$ cat src/rtl/ascon_pkg.sv
// rtl/ascon_pkg.sv - Shared Ascon-128a constants, state type and FSM encoding
package ascon_pkg;

  typedef logic [63:0] word_t;

  // x0 occupies the most significant word, so {x0,x1} is the 128-bit rate.
  typedef struct packed {
    word_t x0;
    word_t x1;
    word_t x2;
    word_t x3;
    word_t x4;
  } state_t;

  localparam word_t       IV_128A   = 64'h80800c0800000000;
  localparam int unsigned RATE_BITS = 128;
  localparam logic [7:0]  PAD_BYTE  = 8'h80;
  localparam word_t       PAD_WORD  = {PAD_BYTE, 56'd0};

  localparam logic [7:0] RC_TABLE [12] = '{
    8'hf0, 8'he1, 8'hd2, 8'hc3, 8'hb4, 8'ha5,
    8'h96, 8'h87, 8'h78, 8'h69, 8'h5a, 8'h4b
  };

  typedef enum logic [2:0] {
    ST_IDLE,
    ST_INIT,
    ST_AD1,
    ST_AD2,
    ST_CT,
    ST_FIN
  } fsm_t;

  function automatic logic [7:0] round_const(input logic [3:0] idx);
    round_const = (idx < 4'd12) ? RC_TABLE[idx] : 8'h00;
  endfunction

  function automatic word_t ror64(input word_t x, input int unsigned n);
    ror64 = (x >> n) | (x << (64 - n));
  endfunction

endpackage

$ cat src/rtl/ascon_round.sv
// rtl/ascon_round.sv - One combinational Ascon permutation round (pc, ps, pl)
module ascon_round
  import ascon_pkg::*;
(
  input  state_t     state_i,
  input  logic [3:0] rnd_i,
  output state_t     state_o
);

  word_t a0, a1, a2, a3, a4;
  word_t b0, b1, b2, b3, b4;
  word_t s0, s1, s2, s3, s4;

  // Constant addition folded into the S-box input mixing of x2.
  assign a0 = state_i.x0 ^ state_i.x4;
  assign a1 = state_i.x1;
  assign a2 = state_i.x2 ^ {56'd0, round_const(rnd_i)} ^ state_i.x1;
  assign a3 = state_i.x3;
  assign a4 = state_i.x4 ^ state_i.x3;

  assign b0 = a0 ^ (~a1 & a2);
  assign b1 = a1 ^ (~a2 & a3);
  assign b2 = a2 ^ (~a3 & a4);
  assign b3 = a3 ^ (~a4 & a0);
  assign b4 = a4 ^ (~a0 & a1);

  assign s0 = b0 ^ b4;
  assign s1 = b1 ^ b0;
  assign s2 = ~b2;
  assign s3 = b3 ^ b2;
  assign s4 = b4;

  assign state_o.x0 = s0 ^ ror64(s0, 19) ^ ror64(s0, 28);
  assign state_o.x1 = s1 ^ ror64(s1, 61) ^ ror64(s1, 39);
  assign state_o.x2 = s2 ^ ror64(s2, 1)  ^ ror64(s2, 6);
  assign state_o.x3 = s3 ^ ror64(s3, 10) ^ ror64(s3, 17);
  assign state_o.x4 = s4 ^ ror64(s4, 7)  ^ ror64(s4, 41);

endmodule

$ cat src/rtl/ascon128a_decrypt.sv
// rtl/ascon128a_decrypt.sv - Round-iterative Ascon-128a decryption of one AD block and one CT block
// Optional ASCON_DEC_PT_GATE_EN: P is forced to zero whenever the tag does not verify.
module ascon128a_decrypt
  import ascon_pkg::*;
#(
  parameter int unsigned ROUNDS_A = 12,
  parameter int unsigned ROUNDS_B = 8
) (
  input  logic                 CLK,
  input  logic                 RST,
  input  logic                 start,
  input  logic [127:0]         SK,
  input  logic [127:0]         N,
  input  logic [127:0]         A,
  input  logic [127:0]         C,
  input  logic [127:0]         T,
  output logic                 busy,
  output logic                 done,
  output logic [127:0]         P,
  output logic                 valid
);

  localparam logic [3:0] LAST_A   = 4'(ROUNDS_A - 1);
  localparam logic [3:0] LAST_B   = 4'(ROUNDS_B - 1);
  localparam logic [3:0] RC_OFF_A = 4'(12 - ROUNDS_A);
  localparam logic [3:0] RC_OFF_B = 4'(12 - ROUNDS_B);

  fsm_t                   fsm_q, fsm_d;
  logic [3:0]             cnt_q, cnt_d;
  state_t                 s_q, s_d, s_rnd;
  logic [127:0]           key_q, key_d;
  logic [RATE_BITS-1:0]   ad_q, ad_d;
  logic [RATE_BITS-1:0]   ct_q, ct_d;
  logic [127:0]           tag_q, tag_d;
  logic [RATE_BITS-1:0]   ptmp_q, ptmp_d;
  logic [RATE_BITS-1:0]   p_q, p_d;
  logic                   valid_q, valid_d;
  logic                   done_q, done_d;

  logic                   long_phase;
  logic                   is_last;
  logic [3:0]             rnd_idx;
  logic [127:0]           tag_calc;
  logic                   tag_ok;

  ascon_round u_round (
    .state_i (s_q),
    .rnd_i   (rnd_idx),
    .state_o (s_rnd)
  );

  always_comb begin
    fsm_d   = fsm_q;
    cnt_d   = cnt_q;
    s_d     = s_q;
    key_d   = key_q;
    ad_d    = ad_q;
    ct_d    = ct_q;
    tag_d   = tag_q;
    ptmp_d  = ptmp_q;
    p_d     = p_q;
    valid_d = valid_q;
    done_d  = 1'b0;

    long_phase = (fsm_q == ST_INIT) || (fsm_q == ST_FIN);
    is_last    = (cnt_q == (long_phase ? LAST_A : LAST_B));
    rnd_idx    = (long_phase ? RC_OFF_A : RC_OFF_B) + cnt_q;
    tag_calc   = {s_rnd.x3, s_rnd.x4} ^ key_q;
    tag_ok     = (tag_calc == tag_q);

    if (fsm_q == ST_IDLE) begin
      if (start) begin
        s_d   = {IV_128A, SK, N};
        key_d = SK;
        ad_d  = A;
        ct_d  = C;
        tag_d = T;
        cnt_d = 4'd0;
        fsm_d = ST_INIT;
      end
    end else begin
      s_d   = s_rnd;
      cnt_d = is_last ? 4'd0 : cnt_q + 4'd1;
      if (is_last) begin
        case (fsm_q)
          ST_INIT: begin
            s_d.x3 = s_rnd.x3 ^ key_q[127:64];
            s_d.x4 = s_rnd.x4 ^ key_q[63:0];
            s_d.x0 = s_rnd.x0 ^ ad_q[127:64];
            s_d.x1 = s_rnd.x1 ^ ad_q[63:0];
            fsm_d  = ST_AD1;
          end
          ST_AD1: begin
            // A is a full block, so a separate padding-only block follows it.
            s_d.x0 = s_rnd.x0 ^ PAD_WORD;
            fsm_d  = ST_AD2;
          end
          ST_AD2: begin
            s_d.x4 = s_rnd.x4 ^ 64'd1;
            ptmp_d = {s_rnd.x0, s_rnd.x1} ^ ct_q;
            s_d.x0 = ct_q[127:64];
            s_d.x1 = ct_q[63:0];
            fsm_d  = ST_CT;
          end
          ST_CT: begin
            s_d.x0 = s_rnd.x0 ^ PAD_WORD;
            s_d.x2 = s_rnd.x2 ^ key_q[127:64];
            s_d.x3 = s_rnd.x3 ^ key_q[63:0];
            fsm_d  = ST_FIN;
          end
          ST_FIN: begin
            valid_d = tag_ok;
`ifdef ASCON_DEC_PT_GATE_EN
            p_d     = tag_ok ? ptmp_q : '0;
`else
            p_d     = ptmp_q;
`endif
            done_d  = 1'b1;
            fsm_d   = ST_IDLE;
          end
          default: fsm_d = ST_IDLE;
        endcase
      end
    end
  end

  always_ff @(posedge CLK) begin
    if (RST) begin
      fsm_q   <= ST_IDLE;
      cnt_q   <= 4'd0;
      s_q     <= '0;
      key_q   <= '0;
      ad_q    <= '0;
      ct_q    <= '0;
      tag_q   <= '0;
      ptmp_q  <= '0;
      p_q     <= '0;
      valid_q <= 1'b0;
      done_q  <= 1'b0;
    end else begin
      fsm_q   <= fsm_d;
      cnt_q   <= cnt_d;
      s_q     <= s_d;
      key_q   <= key_d;
      ad_q    <= ad_d;
      ct_q    <= ct_d;
      tag_q   <= tag_d;
      ptmp_q  <= ptmp_d;
      p_q     <= p_d;
      valid_q <= valid_d;
      done_q  <= done_d;
    end
  end

  assign busy  = (fsm_q != ST_IDLE);
  assign done  = done_q;
  assign P     = p_q;
  assign valid = valid_q;

endmodule

$ cat config.mk
export PLATFORM = sky130hd
export DESIGN_NAME = ascon128a_decrypt
export DESIGN_NICKNAME = d
export VERILOG_FILES = /design/src/rtl/ascon_pkg.sv /design/src/rtl/ascon_round.sv /design/src/rtl/ascon128a_decrypt.sv
export SDC_FILE = /design/constraint.sdc
export NUM_CORES = 2
export LEC_CHECK = 0
export BUFFER_PORTS_ARGS = -buffer_cell sky130_fd_sc_hd__buf_2
export CORE_MARGIN = 1
export CORE_UTILIZATION = 35
export CTS_BUF_LIST = sky130_fd_sc_hd__clkbuf_8
export DETAILED_ROUTE_END_ITERATION = 10
export PLACE_DENSITY = 0.62
export SLEW_MARGIN = 25
export SYNTH_ARGS = -nofsm -noshare
export SYNTH_HDL_FRONTEND = slang
export SYNTH_SLANG_ARGS = --single-unit
$ cat constraint.sdc
create_clock -name CLK -period 6.2 [get_ports CLK]
set_input_delay 1.24 -clock CLK [delete_from_list [all_inputs] [get_ports CLK]]
set_output_delay 1.24 -clock CLK [all_outputs]
set_load 0.02 [all_outputs]
-- After elaboration in Yosys (flattened, before gate mapping)
Memories as Yosys holds them, arrays and structs flattened.
Cells that the tools add are included.
- output and inout port bits: 131
- memories: 1
- bits in registers: 1097
- word-level logic and storage cells: 115
- bits in latches: 0
- RAM bits: 0
- ROM bits: 128
- muxes and demuxes: 21
- $lt $le $gt $ge: 2
- multipliers: 0
- shift-type cells: 0
- divide/modulo/power cells: 0
- reductions and logical operators: 10
- bitwise gates (word level): 56
- equality and inequality tests: 8
- $add $sub $neg: 2
- memories (name ; depth ; bits a word ; read ports ; clocked after Yosys merged registers in ; wr ports ; RTL line ; RTL):
    (no name shown) ; 16 ; 8 ; 1 ; 0 ; 0 ; ascon_pkg.sv:35 ; round_const = (idx < 4'd12) ? RC_TABLE[idx] : 8'h00;
- operators by type and width (operator ; count):
    64-bit XOR ; 27
    320-bit 2-to-1 mux ; 3
    64-bit inverter ; 6
    64-bit one-hot mux with 2 select lines ; 3
    64-bit AND ; 5
    128-bit XOR ; 2
    64-bit one-hot mux with 3 select lines ; 1
    128-bit == test ; 1
    64-bit 2-to-1 mux ; 1
    23-bit by 64-bit bitwise OR with 64-bit output ; 1
    25-bit by 64-bit bitwise OR with 64-bit output ; 1
    3-bit by 64-bit bitwise OR with 64-bit output ; 1
    36-bit by 64-bit bitwise OR with 64-bit output ; 1
    45-bit by 64-bit bitwise OR with 64-bit output ; 1
    47-bit by 64-bit bitwise OR with 64-bit output ; 1
    54-bit by 64-bit bitwise OR with 64-bit output ; 1
    57-bit by 64-bit bitwise OR with 64-bit output ; 1
    58-bit by 64-bit bitwise OR with 64-bit output ; 1
    63-bit by 64-bit bitwise OR with 64-bit output ; 1
    64-bit by 8-bit XOR with 64-bit output ; 1
    8-bit 2-to-1 mux ; 3
    4-bit 2-to-1 mux ; 4
    3-bit 2-to-1 mux ; 4
    3-bit one-hot mux with 4 select lines ; 1
    other kinds (20) ; 27

-- Logic depth before layout (Yosys ltp)
- depth after elaboration: 22
- mapped depth: 18
- depth with buffers taken out: 18

-- By module
Synthesis repeated with hierarchy kept, for this count alone.
- cells, all modules: 7997
- area total of the unflattened synthesis: 64697.0 um^2
- by module, submodules not included (module ; area an instance (um^2) ; times used ; cells each):
    ascon128a_decrypt ; 50185.6 ; 1 ; 6155
    ascon_round ; 14511.4 ; 1 ; 1842

-- Worst setup path before layout
OpenSTA, ideal clock, no wires.
- kind: flip-flop to flip-flop
- start point: register fsm_q[0]
- end point: register valid_q, in the netlist valid
- data arrival time: 4.392 ns
- path slack: 1.739 ns
- setup time: 0.069 ns
- data required time: 6.131 ns
- cell stages (with the launch flop): 19
- path through: dfxtp_1 nor2b_1 inv_1 ha_1 xor2_1 nand2_1 nand2_1 xnor2_1 ha_1 xnor2_1 xnor2_2 xnor3_1 a32oi_1 o211ai_1 or4b_1 or4_1 nor4_2 nand4_1 o21ai_1
- cells in the longest elaborated chain, start to end: 18
- elaborated cells between the ends (all ways): 26
- classes of those cells: add/sub: 1; order compare: 1; eq/ne: 4; mux: 5; bitwise: 11; reduce/logical: 3; memory: 1
- ends and longest elaborated chain (item ; RTL line ; RTL):
    from (decl) ; ascon128a_decrypt.sv:28 ; fsm_t fsm_q, fsm_d;
    from (signal assigned) ; ascon128a_decrypt.sv:141 ; fsm_q <= fsm_d;
    3-bit by 1-bit == test with 1-bit output / 3-bit == test (equally long branches) ; ascon128a_decrypt.sv:65, ascon128a_decrypt.sv:85 ;
    1-bit logical OR ; ascon128a_decrypt.sv:65 ; long_phase = (fsm_q == ST_INIT) || (fsm_q == ST_FIN);
    3-bit 2-to-1 mux ; ascon128a_decrypt.sv:67 ; rnd_idx = (long_phase ? RC_OFF_A : RC_OFF_B) + cnt_q;
    3-bit by 4-bit adder with 4-bit output ; ascon128a_decrypt.sv:67 ;
    4-bit inverter with 5-bit output (not written as such) ; ascon_pkg.sv:35 ;
    memory 16 x 8 bit ; -- ;
    8-bit 2-to-1 mux (not written as such) (2 in a row) ; ascon_pkg.sv:35 ;
    8-bit 2-to-1 mux ; ascon_pkg.sv:35 ;
    64-bit by 8-bit XOR with 64-bit output ; ascon_round.sv:17 ; assign a2 = state_i.x2 ^ {56'd0, round_const(rnd_i)} ^ state_i.x1;
    64-bit XOR ; ascon_round.sv:17 ;
    64-bit XOR ; ascon_round.sv:23 ; assign b2 = a2 ^ (~a3 & a4);
    64-bit XOR ; ascon_round.sv:30 ; assign s3 = b3 ^ b2;
    54-bit by 64-bit bitwise OR with 64-bit output ; ascon_pkg.sv:39 ; ror64 = (x >> n) | (x << (64 - n));
    64-bit XOR (2 in a row) ; ascon_round.sv:36 ; assign state_o.x3 = s3 ^ ror64(s3, 10) ^ ror64(s3, 17);
    128-bit XOR ; ascon128a_decrypt.sv:68 ; tag_calc = {s_rnd.x3, s_rnd.x4} ^ key_q;
    128-bit == test ; ascon128a_decrypt.sv:69 ; tag_ok = (tag_calc == tag_q);
    to (signal assigned) ; ascon128a_decrypt.sv:150 ; valid_q <= valid_d;
    to (decl) ; ascon128a_decrypt.sv:37 ; logic valid_q, valid_d;
Several ways; a longest one is shown, not always the timed one. The select of a mux whose other input is x is not followed.
A chain may end at the register's enable or synchronous reset.

-- Final worst setup path
Same ends and word-level chain as after synthesis.

==> summary.md <==
| Metric | Value |
|---|---|
| Share of layout cells above drive strength 1 | `17.0%` |
| Number of fill cells | `19,200` |
| Critical Path RT | `7160 ps` |
| Synth top area cells | `dfxtp_1 34%, xnor2_1 13%, nand2_1 11%, xor2_1 8.2%, a21oi_1 7.4%` |
| Max_slew headroom | `15.6%` |
| Cell taking the most area after synthesis | `dfxtp_1` |
| CP max stage delay | `630 ps` |
| Yosys warning count | `0` |
| Max clock buf depth | `3` |
| Setup Skew | `66.2 ps` |
| Slowest cell on crit path | `xnor2_1` |
| Final GP Congestion | `1.09` |
| Via count | `65,500` |
| Critical hold path startpoint | `T[52]` |
| Post-synth top area share | `33.6%` |
| TritonCTS clock tree | `done` |
| F_max | `185 MHz` |
| Setup TNS | `0 ps` |
| Slew Viols, Final | `0` |
| XOR/XNOR Fraction of Synth Area | `23.0%` |
| Syn avg cell area | `7.98 um^2` |
| Worst-path clk slew | `70 ps` |
| Post-cts sizing count | `0` |
| EDFF count, synth | `0` |
| DPL Wire Length | `329,000 um` |
| Max-Cap Viols | `0` |
| Wirelength per Cell | `34.8 um` |
| Post-Syn Area | `65,300 um^2` |
| Simple-Gate Fraction of Synth Area | `15.9%` |
| Sequential fraction of the synthesis area | `33.6%` |
| Tightest Pin Transition | `1260 ps` |
| Ports | `774` |
| Yosys cell types | `73` |
| Area grow syn2layout | `19.8%` |
| Synth Area in Adders | `3.45%` |
| Place WS | `914 ps` |
| WS Path Type | `register to register` |
| First-pass GRT wire length | `528,000 um` |
| Buf/Inv on CP | `2` |
| Largest family of logic cells by synthesized area | `XOR/XNOR gates` |
| Largest net degree at the start of global routing | `198` |
| Num rows | `158` |
| # setup viols final | `0` |
| Drt first pass iters | `6` |
| Drt total wl | `405,000 um` |
| Count leader, synth | `nand2_1` |
| Num CTS Buffers | `198` |
| Root buffer cell | `clkbuf_8` |
| Main flop type after synthesis | `dfxtp_1` |
| Synth cell count leaders | `1,851 x nand2_1, 1,097 x dfxtp_1, 984 x xnor2_1, 964 x a21oi_1, 612 x xor2_1` |
| Vias in the first global route | `61,500` |
| Routed Antenna Nets | `0` |
| Critical R2R Launch | `fsm_q[0]` |
| Die width | `434 um` |
| Worst Path Arrival | `6380 ps` |
| Vias per cell | `5.62` |
| Core area | `185,000 um^2` |
| Initial antenna violation count | `43` |
| Mux cell area share after synthesis | `5.99%` |
| Synth Instances | `8,183` |
| Clk sinks | `1,097` |
| CP Cell Sequence | `nor2b_1, inv_1, ha_1, nand2_1, xnor2_1, ha_1, xnor2_2, xnor2_1, xnor2_1, mux2_2, o211ai_1, or4b_1, or4_1, nor4_2, buf_4, nand4_1, o21ai_1` |
| Gr ovfl total | `0` |
| R2R setup slack | `790 ps` |
| Syn nets | `8,956` |
| Final WS setup | `785 ps` |
| Worst setup SP type | `register` |
| Nets | `9,748` |
| H-Tree Depth | `4` |
| Element type at the critical path end | `register` |
| Worst path most repeated cell | `xnor2_1` |
| Hold EP | `tag_q[52]` |
| Starting Density | `35.2%` |
| Worst Reg-to-Reg Cells | `17` |
| Initial DRC Count | `7,343` |
| Gr usage total | `41.7%` |
| FFs w/ async S/R, synth | `0%` |
| Setup repair bufs after CTS | `0` |
| Hold Crit Class | `primary input to register` |
| Final Hold Fails | `0` |
| Crit Path Max Fanout | `7` |
| Period minus WS final | `5410 ps` |
| Clock Latency Late Sink | `1050 ps` |
| Post-CTS Hold Buffers | `0` |
| Die footprint | `188,000 um^2` |
| #FFs+latches synth | `1,097` |
| Die Ht | `434 um` |
| Status | `complete, no violations` |
| Top cell family by delay on the critical path | `simple AND/OR/NAND/NOR gates` |
| RR Endpoint | `valid` |
| Hold Path Depth | `3` |
| IO Port Bufs | `773` |
| Synth Area in Compound Gates | `13.9%` |
| Tcrit/Tclk final | `87.3%` |
| Unrepaired setup endpoints after global routing | `no` |
| # DRC | `0` |
==> worst max-delay path by stage <==
stage	start	cells after the start	end	slack (ps)
2_1_floorplan	fsm_q[0]	18	valid	1740
3_3_place_gp	fsm_q[0]	19	valid	810
3_5_place_dp	fsm_q[0]	19	valid	910
4_1_cts	fsm_q[0]	19	valid	850
5_1_grt	fsm_q[0]	19	valid	590
6_report	fsm_q[0]	17	valid	790
==> cells by family after synthesis <==
group,count (synthesis)
and+or+nand+nor,2613
xor gates and xnor gates,1650
AOI/OAI and AO/OA,1529
DFF,1097
buffers and inverters,713
muxes,389
adders and majority gates,192
==> per-layer routing <==
metal  GRT usage (%)  wire length (um)
met2            64.2            178000
met3            8.72             32300
met1            50.7            159000
met4            32.2             36200
met5               0                34
==> area by class of cell <==
| cell class | instances | area (um^2) | area share [%] |
|---|---|---|---|
| multi-input cells | 6373 | 41400 | 52.9 |
| flip-flops and latches | 1097 | 22000 | 28.1 |
| repair buffers | 1093 | 6560 | 8.39 |
| clock buffers | 258 | 3550 | 4.54 |
| well taps | 2480 | 3100 | 3.97 |
| inverters | 212 | 797 | 1.02 |
| clock inverters | 105 | 743 | 0.951 |
| diodes | 35 | 87.6 | 0.112 |
==> per-stage QoR <==
step                cells  utilization [%]  hold WS [ps]  area [um^2]
finish              11700             42.2           446        78200
global placement    11300             39.7           438        73500
CTS                 11600             42.1           361        78000
floorplan            8183                -           432        65300
global route        11600             42.1           422        78100
detailed placement  11300             39.8           443        73700
==> state kept, by name, summed over array words and instances (netlist names) <==
name    cells
valid       1
cnt_q       4
ptmp_q    128
P         128
tag_q     128
ct_q      128
key_q     128
done        1
ad_q      128
fsm_q       3
s_q       320
==> worst min-delay path: stages <==
cell     delay, ps
buf_2          100
nand2_1         50
a21oi_1         50
==> placed cells by master (no fill, tap or decap), types with 9 or more instances in the layout <==
| cell | n |
|---|---|
| nor3_1 | 41 |
| ha_1 | 130 |
| xnor3_1 | 10 |
| a211oi_1 | 242 |
| nand2b_1 | 16 |
| a22oi_1 | 10 |
| nor4_1 | 21 |
| maj3_1 | 58 |
| buf_2 | 771 |
| o21ai_0 | 43 |
| nor2_1 | 547 |
| nor3b_1 | 14 |
| buf_4 | 299 |
| nand4_1 | 22 |
| dfxtp_1 | 1097 |
| mux2_2 | 11 |
| clkinv_2 | 34 |
| nor4b_1 | 10 |
| xnor2_1 | 945 |
| mux2i_1 | 378 |
| clkbuf_8 | 258 |
| nand3b_1 | 10 |
| xnor2_2 | 56 |
| a32oi_1 | 13 |
| inv_1 | 260 |
| nand3_1 | 22 |
| nand2_1 | 1849 |
| o211ai_1 | 15 |
| xor2_2 | 45 |
| buf_12 | 20 |
| xor2_1 | 577 |
| and3_1 | 10 |
| a31oi_1 | 63 |
| diode_2 | 35 |
| a21oi_1 | 963 |
| o22ai_1 | 9 |
| a221oi_1 | 116 |
Power is not shown: default switching activity piles up to over one toggle a cycle in this logic, so the estimate is an artifact.
